$ cat config.mk
export PLATFORM = sky130hd
export DESIGN_NAME = hub75_fb_writer
export DESIGN_NICKNAME = d
export VERILOG_FILES = /design/src/rtl/hub75_fb_writer.sv
export SDC_FILE = /design/constraint.sdc
export NUM_CORES = 1
export LEC_CHECK = 0
export ABC_CLOCK_PERIOD_IN_PS = 2700
export CAP_MARGIN = 10
export CORE_ASPECT_RATIO = 0.9
export CORE_MARGIN = 2
export CORE_UTILIZATION = 47
export CTS_CLUSTER_SIZE = 25
export DETAILED_ROUTE_END_ITERATION = 16
export PLACE_DENSITY = 0.76
export SKIP_CTS_REPAIR_TIMING = 1
export SLEW_MARGIN = 20
export SYNTH_ARGS = -nofsm -noshare
export SYNTH_HDL_FRONTEND = slang
export SYNTH_SLANG_ARGS = --single-unit
export TNS_END_PERCENT = 1
$ cat constraint.sdc
create_clock -name CLK -period 2.7 [get_ports CLK]
set_input_delay 0.54 -clock CLK [delete_from_list [all_inputs] [get_ports CLK]]
set_output_delay 0.54 -clock CLK [all_outputs]
set_load 0.005 [all_outputs]
$ cat src/rtl/hub75_fb_writer.sv
// Raster pixel stream -> back bank of a double-buffered framebuffer; one-cycle registered write.
// s_ready drops only while a full frame waits for the display's end-of-frame to swap banks.
module hub75_fb_writer #(
  parameter  int WIDTH     = 64,
  parameter  int HEIGHT    = 64,
  parameter  int BIT_DEPTH = 8,
  localparam int XW        = $clog2(WIDTH),
  localparam int YW        = $clog2(HEIGHT),
  localparam int DW        = 3 * BIT_DEPTH,
  localparam int AW        = 1 + YW + XW
) (
  input  logic          CLK,
  input  logic          RST,
  input  logic          s_valid,
  output logic          s_ready,
  input  logic [DW-1:0] s_data,
  input  logic          s_sof,
  input  logic          s_eol,
  output logic          fb_we,
  output logic [AW-1:0] fb_waddr,
  output logic [DW-1:0] fb_wdata,
  input  logic          disp_frame_done,
  output logic          disp_bank,
  output logic          frame_err,
  output logic [15:0]   frame_count
);

  typedef enum logic [1:0] {IDLE, WRITE, WAIT_SWAP} state_t;

  state_t        state, state_nxt;
  logic [XW-1:0] x, x_nxt;
  logic [YW-1:0] y, y_nxt;
  logic          bank_nxt, we_nxt, err_nxt;
  logic [AW-1:0] addr_nxt;
  logic [DW-1:0] wdata_nxt;
  logic [15:0]   count_nxt;
  logic          xfer, last_x, last_y;

  assign s_ready = (state != WAIT_SWAP);
  assign xfer    = s_valid && s_ready;
  assign last_x  = (x == XW'(WIDTH - 1));
  assign last_y  = (y == YW'(HEIGHT - 1));

  always_comb begin
    state_nxt = state;
    x_nxt     = x;
    y_nxt     = y;
    bank_nxt  = disp_bank;
    count_nxt = frame_count;
    we_nxt    = 1'b0;
    err_nxt   = 1'b0;
    addr_nxt  = fb_waddr;
    wdata_nxt = fb_wdata;

    unique case (state)
      IDLE: begin
        // Anything before the first start-of-frame is dropped silently.
        if (xfer && s_sof) begin
          we_nxt    = 1'b1;
          addr_nxt  = {~disp_bank, {YW{1'b0}}, {XW{1'b0}}};
          wdata_nxt = s_data;
          x_nxt     = XW'(1);
          y_nxt     = '0;
          state_nxt = WRITE;
        end
      end

      WRITE: begin
        if (xfer) begin
          we_nxt    = 1'b1;
          wdata_nxt = s_data;
          if (s_sof) begin
            addr_nxt = {~disp_bank, {YW{1'b0}}, {XW{1'b0}}};
            err_nxt  = 1'b1;
            x_nxt    = XW'(1);
            y_nxt    = '0;
          end else begin
            addr_nxt = {~disp_bank, y, x};
            if (s_eol || last_x) begin
              // Short or overlong rows still advance; the mismatch is flagged.
              err_nxt = s_eol ^ last_x;
              x_nxt   = '0;
              if (last_y) begin
                y_nxt     = '0;
                state_nxt = WAIT_SWAP;
              end else begin
                y_nxt = y + YW'(1);
              end
            end else begin
              x_nxt = x + XW'(1);
            end
          end
        end
      end

      WAIT_SWAP: begin
        if (disp_frame_done) begin
          bank_nxt  = ~disp_bank;
          count_nxt = frame_count + 16'd1;
          state_nxt = IDLE;
        end
      end

      default: state_nxt = IDLE;
    endcase
  end

  always_ff @(posedge CLK or posedge RST) begin
    if (RST) begin
      state       <= IDLE;
      x           <= '0;
      y           <= '0;
      disp_bank   <= 1'b0;
      fb_we       <= 1'b0;
      fb_waddr    <= '0;
      fb_wdata    <= '0;
      frame_err   <= 1'b0;
      frame_count <= '0;
    end else begin
      state       <= state_nxt;
      x           <= x_nxt;
      y           <= y_nxt;
      disp_bank   <= bank_nxt;
      fb_we       <= we_nxt;
      fb_waddr    <= addr_nxt;
      fb_wdata    <= wdata_nxt;
      frame_err   <= err_nxt;
      frame_count <= count_nxt;
    end
  end

endmodule

==> out/metrics.yaml, run 1 <==
critPathLaunchType: "flop"
crit_fanout: 10
globalRouteOverflowTotal: 0
fin_skew_ns: 0.00544
hold_depth: 1
drv_cap: 0
synthCells: 291
synth_seq_cells: 70
dp_hpwl_microns: 4700
dp_slack_ns: 0.431
gp_congestion: 0.824
drc: 0
finalPower_uw: 2460
drive_above_1_share_pct: 8.01
layout_commonest_cell: "nand2_1"
slew_headroom_pct: 63.2
port-buffer-count: 86
finalCritPeriodShare_pct: 80.3
grt_pass1_wl_microns: 11100
power_frac_comb_pct: 18.3
p_switching_uw: 645
cp-end-kind: "output port"
grt_max_degree: 71
wl_per_cell_microns: 14.0
start_util_pct: 49.1
worst_slew_pin_slew_ns: 0.551
crit-reg2reg-launch: "x[3]"
cts_made_buffers: 9
ir_drop_mv: 0.338
area_growth_pct: 37.7
p_leak_uw: 0.00199
rrSetupSlack_ns: 0.73
intPower_uw: 1820
min_period_ns: 2.17
dpl.cell_count: 458
reg2regPathDepth: 7
rsz0062_at_grt: "false"
syn_avg_cell_area_sq_um: 10.5
ys.flop_type: "dfrtp_1"
clock_latency_ns: 0.34
clock_tree.root_cell: "clkbuf_8"
core-area_sq_um: 6220
tns_ns: 0
crit_family: "flip-flops"
final_max_slew_viol_count: 0
hp-class: "flop to flop"
async_flop_share_pct: 100
syn_nets: 325
floorplan.rows: 27
yosys_warnings: 0
h-tree-depth: 3
die-height_microns: 80.5
min_to: "frame_count[15]"
grt_pass1_vias: 2410
clkTransAtPathRegs_ns: 0.07
post-route-util_pct: 67.7
vias_per_cell: 5.05
max_stage_delay_ns: 0.53
netlist_area_sq_um: 3050
rr_endpoint: "y[5]"
critical_path.slowest_cell: "dfrtp_1"
critical_path_buf_inv_count: 1
hold_viol: 0
firstDrtPassIters: 4
tritoncts: "done"
required_ns: 2.16
clkSinkCount: 70
setup_viol: 0
hold_start: "frame_count[15]"
status: "finished, final reports clean"
num_vias: 2393
ant_nets: 0
die_area_sq_um: 7160
p_sw_share_pct: 26.2
clockBufferDepth: 2
setup_slack_ns: 0.532
layout_common_cells: "90 x nand2_1, 86 x clkdlybuf4s50_1, 70 x dfrtp_1, 13 x nor2_1, 13 x xnor2_1"
critical_path.cell_chain: "or2b_1, clkdlybuf4s50_1"
clkPwrFrac_pct: 31.6
synth_cell_type_count: 44
drt-initial-drc-count: 120
fmaxAchievable_mhz: 461
pwr-share-seq_pct: 50.1
seq_area_frac_synth_pct: 57.4
track_usage_pct: 20.4
antenna_found_initial: 0
nets: 416
antenna_cells: 0
wl_microns: 6630
worstPathArrival_ns: 1.63
cellPowerDensity_nw_per_um2: 585
synth_edf_count: 0
ios: 87
critical_path_class: "flop to output port"
dieWidth_microns: 89.0
final_cells: 474
[power by group through the flow]
| stage | Clock, uW | Sequential [uW] | Combinational [uW] |
|---|---|---|---|
| 2_1_floorplan | 0 | 1240 | 198 |
| 3_3_place_gp | 0 | 1250 | 443 |
| 3_5_place_dp | 0 | 1250 | 453 |
| 4_1_cts | 804 | 1230 | 456 |
| 5_1_grt | 850 | 1250 | 502 |
| 6_report | 777 | 1230 | 450 |
[metal layers]
metal  routed length, microns  part of all wire, %  track usage (%)  up-vias
met5                        0                    0                0        -
met4                      105                  1.6             8.66        0
met3                      429                  6.5             6.27       10
met2                     3060                   46             32.7       74
met1                     3040                   46             25.4     1152
li1                         -                    -                -     1157
[cells by family after synthesis]
| group | count (synthesis) | share of synthesized area, % |
|---|---|---|
| AOI/OAI and AO/OA | 33 | 7.87 |
| xor gates and xnor gates | 20 | 5.74 |
| adders and majority gates | 4 | 1.64 |
| buffers and inverters | 19 | 2.99 |
| DFF | 70 | 57.4 |
| and+or+nand+nor | 145 | 24.4 |
[worst max path at each step]
stage | cells after the start | startpoint | to | slack [ns]
5_1_grt | 2 | state[1] | s_ready | 0.43
2_1_floorplan | 1 | RST | disp_bank | 0.39
3_5_place_dp | 7 | s_eol | y[5] | 0.43
6_report | 2 | state[1] | s_ready | 0.53
4_1_cts | 2 | state[1] | s_ready | 0.50
3_3_place_gp | 7 | s_eol | y[5] | 0.50
[state kept, by name, indices dropped and copies added (netlist names)]
signal and count:
frame_err 1, disp_bank 1, state 2, frame_count 16
fb_wdata 24, x 6, fb_we 1, y 6
fb_waddr 13
[area by class of cell]
type	instances	area, sq um
tap	87	109
clock inverter	3	17.5
timing repair buffer	91	911
sequential	70	1750
inverter	8	30.0
clock buffer	13	169
fill	512	2010
multi-input combinational	202	1220
[synthesized netlist by cell type (2+ instances only)]
cell type | instances | area (sq um)
ha_1 | 4 | 50.1
buf_2 | 7 | 35.0
inv_1 | 7 | 26.3
and4_1 | 2 | 17.5
a22o_1 | 12 | 105
xor2_1 | 7 | 61.3
nand2_1 | 90 | 338
and3_1 | 4 | 25.0
o2bb2ai_1 | 3 | 26.3
nor4_1 | 2 | 12.5
dfrtp_1 | 70 | 1750
nor3_1 | 2 | 10.0
nand3b_1 | 3 | 22.5
nand4_1 | 4 | 25.0
o21ai_2 | 2 | 17.5
clkbuf_1 | 2 | 7.51
a21oi_1 | 4 | 20.0
o21a_1 | 2 | 15.0
nor2_1 | 13 | 48.8
xnor2_1 | 13 | 114
and2b_1 | 2 | 15.0
o21ai_0 | 7 | 35.0
nand2b_1 | 2 | 12.5
nand3_1 | 7 | 35.0
[through the flow]
stage | hold slack, ns | area (sq um)
4_1_cts | 0.476 | 4210
2_1_floorplan | 0.468 | 3050
5_1_grt | 0.489 | 4210
6_report | 0.465 | 4210
3_5_place_dp | 0.462 | 4020
3_3_place_gp | 0.457 | 4020
Note: power is estimated with default switching activity, not from simulation.
==> inputs of run 2 (changes only) <==
ABC_CLOCK_PERIOD_IN_PS = 2090   (was 2700)
clock period = 2.09 ns   (was 2.7 ns; I/O delays follow)
==> run 2 against run 1 <==
Net effect: setup slack lost 0.40 ns; die area is the same; first-iteration DRC count grew 8.3%; sequential power increased by 30%; clock-buffer cell count is 2 lower; combinational power rose by 32%; power up 34%; sequential share of layout area down 0.61 points; global-route usage decreased by 0.11 points; hold slack better by 0.0080 ns; final cell count rose by 1.5%; critical path type unchanged; largest cell class unchanged.
==> out/metrics.yaml, run 2 (same netlist as run 1, synthesis figures left out) <==
layout_commonest_cell: "nand2_1"  # unchanged
port-buffer-count: 86  # unchanged
rsz0062_at_grt: "false"  # unchanged
min_period_ns: 1.96
top_regs: "fb_wdata x24, frame_count x16, fb_waddr x13"  # unchanged
area_growth_pct: 40.0  # was 37.7%
core-area_sq_um: 6220  # unchanged
dp_slack_ns: 0.0441  # was 0.431 ns
required_ns: 1.67  # was 2.16 ns
wl_per_cell_microns: 14.1  # was 14.0 microns
slew_headroom_pct: 64.3  # was 63.2%
die_area_sq_um: 7160  # unchanged
track_usage_pct: 20.2  # was 20.4%
layout_common_cells: "90 x nand2_1, 86 x clkdlybuf4s50_1, 68 x dfrtp_1, 13 x nor2_1, 13 x xnor2_1"  # was 90 x nand2_1, 86 x clkdlybuf4s50_1, 70 x dfrtp_1, 13 x nor2_1, 13 x xnor2_1
clkTransAtPathRegs_ns: 0.07  # about the same
finalPower_uw: 3310  # was 2460 uW
drv_cap: 0  # unchanged
grtUsageMet3_pct: 5.96  # was 6.27%
tns_ns: 0  # unchanged
setup_viol: 0  # unchanged
critPathLaunchType: "flop"  # unchanged
power_frac_comb_pct: 17.9  # was 18.3%
grt_max_degree: 39  # was 71
clockBufferDepth: 2  # unchanged
p_sw_share_pct: 26.1  # was 26.2%
drt-initial-drc-count: 130  # was 120
grt_use_met1_pct: 28.9  # was 25.4%
worst_slew_pin_slew_ns: 0.533  # was 0.551 ns
clkPwrFrac_pct: 33.8  # was 31.6%
dp_hpwl_microns: 4920  # was 4700 microns
final_max_slew_viol_count: 0  # unchanged
ir_drop_mv: 0.352  # was 0.338 mV
floorplan.rows: 27  # unchanged
antenna_cells: 0  # unchanged
clkSinkCount: 70  # unchanged
setup_slack_ns: 0.130  # was 0.532 ns
cellPowerDensity_nw_per_um2: 774  # was 585 nW/um^2
antenna_found_initial: 0  # unchanged
place_area_sq_um: 4060  # was 4020 sq um
critical_path_class: "flop to output port"  # unchanged
intPower_uw: 2450  # was 1820 uW
start_util_pct: 49.1  # unchanged
drc: 0  # unchanged
nets: 423  # was 416
cp-end-kind: "output port"  # unchanged
num_vias: 2373  # was 2393
fin_skew_ns: 0.00938  # was 0.00544 ns
fmaxAchievable_mhz: 510
vias_per_cell: 4.93  # was 5.05
fillerInstances: 486  # was 512
dieWidth_microns: 89.0  # unchanged
top_usage_layer: "met2"  # unchanged
cts_made_buffers: 9  # unchanged
firstDrtPassIters: 4  # unchanged
hp-class: "flop to flop"  # unchanged
die-height_microns: 80.5  # unchanged
p_switching_uw: 863  # was 645 uW
met2_usage_pct: 30.1  # was 32.7%
top_register: "fb_wdata"  # unchanged
final_area_sq_um: 4270  # was 4210 sq um
h-tree-depth: 3  # unchanged
status: "finished, final reports clean"  # unchanged
grt_pass1_vias: 2304  # was 2410
wl_microns: 6770  # was 6630 microns
gp_congestion: 0.745  # was 0.824
globalRouteOverflowTotal: 0  # unchanged
clock_tree.root_cell: "clkbuf_8"  # unchanged
pwr-share-seq_pct: 48.2  # was 50.1%
clock_latency_ns: 0.33  # was 0.34 ns
worstPathArrival_ns: 1.54  # was 1.63 ns
ios: 87  # unchanged
finalCritPeriodShare_pct: 93.8
grt_pass1_wl_microns: 11000  # was 11100 microns
hold_viol: 0  # unchanged
ant_nets: 0  # unchanged
dpl.cell_count: 465  # was 458
drive_above_1_share_pct: 10.4  # was 8.01%
tritoncts: "done"  # unchanged
largest_reg_flops: 24  # unchanged
crit_fanout: 12  # was 10
final_cells: 481  # was 474
p_leak_uw: 0.00202  # was 0.00199 uW
[run 2: path summary, 6_finish.rpt]
check / startpoint / to / slack [ns] / depth (start not counted)
max: state[0] / s_ready / 0.13 / 2
min: fb_wdata[12] / fb_wdata[12] / 0.47 / 2
max reg2reg: x[2] / y[5] / 0.21 / 7
min reg2reg: fb_wdata[12] / fb_wdata[12] / 0.47 / 2
max in group asynchronous: RST / fb_wdata[20] / 1.16 / 3
min in group asynchronous: RST / frame_count[14] / 0.56 / 3
[run 2: area by class of cell]
class	count	area [sq um]	area share, %
Clock inverter	5	57.6	1.35
Tap cell	87	109	2.55
Timing Repair Buffer	98	951	22.2
Sequential cell	70	1750	41.0
Clock buffer	11	151	3.54
Multi-Input combinational cell	202	1220	28.5
Inverter	8	33.8	0.790
[run 2: layer usage]
| metal | vias to the layer above | wire (microns) |
|---|---|---|
| li1 | 1177 | - |
| met1 | 1121 | 3190 |
| met2 | 69 | 3080 |
| met3 | 6 | 433 |
| met4 | 0 | 68 |
| met5 | - | 0 |
[run 2: per-stage QoR]
| step | util, % | hold slack (ns) |
|---|---|---|
| after floorplan | - | 0.468 |
| after CTS | 68.7 | 0.477 |
| after global placement | 65.4 | 0.458 |
| after detailed placement | 65.4 | 0.464 |
| after global routing | 68.8 | 0.486 |
| final | 68.8 | 0.473 |
[run 2: worst max-delay path, stage by stage, from the launching register on]
cell and delay [ns]:
dfrtp_2 0.49, or2b_1 0.26, clkdlybuf4s50_1 0.46
[run 2: power by group through the flow]
stage          logic (uW)  clock network [uW]  registers [uW]
6_report              594                1120            1600
5_1_grt               661                1200            1610
4_1_cts               603                1140            1600
3_5_place_dp          598                   0            1620
3_3_place_gp          585                   0            1620
2_1_floorplan         256                   0            1600
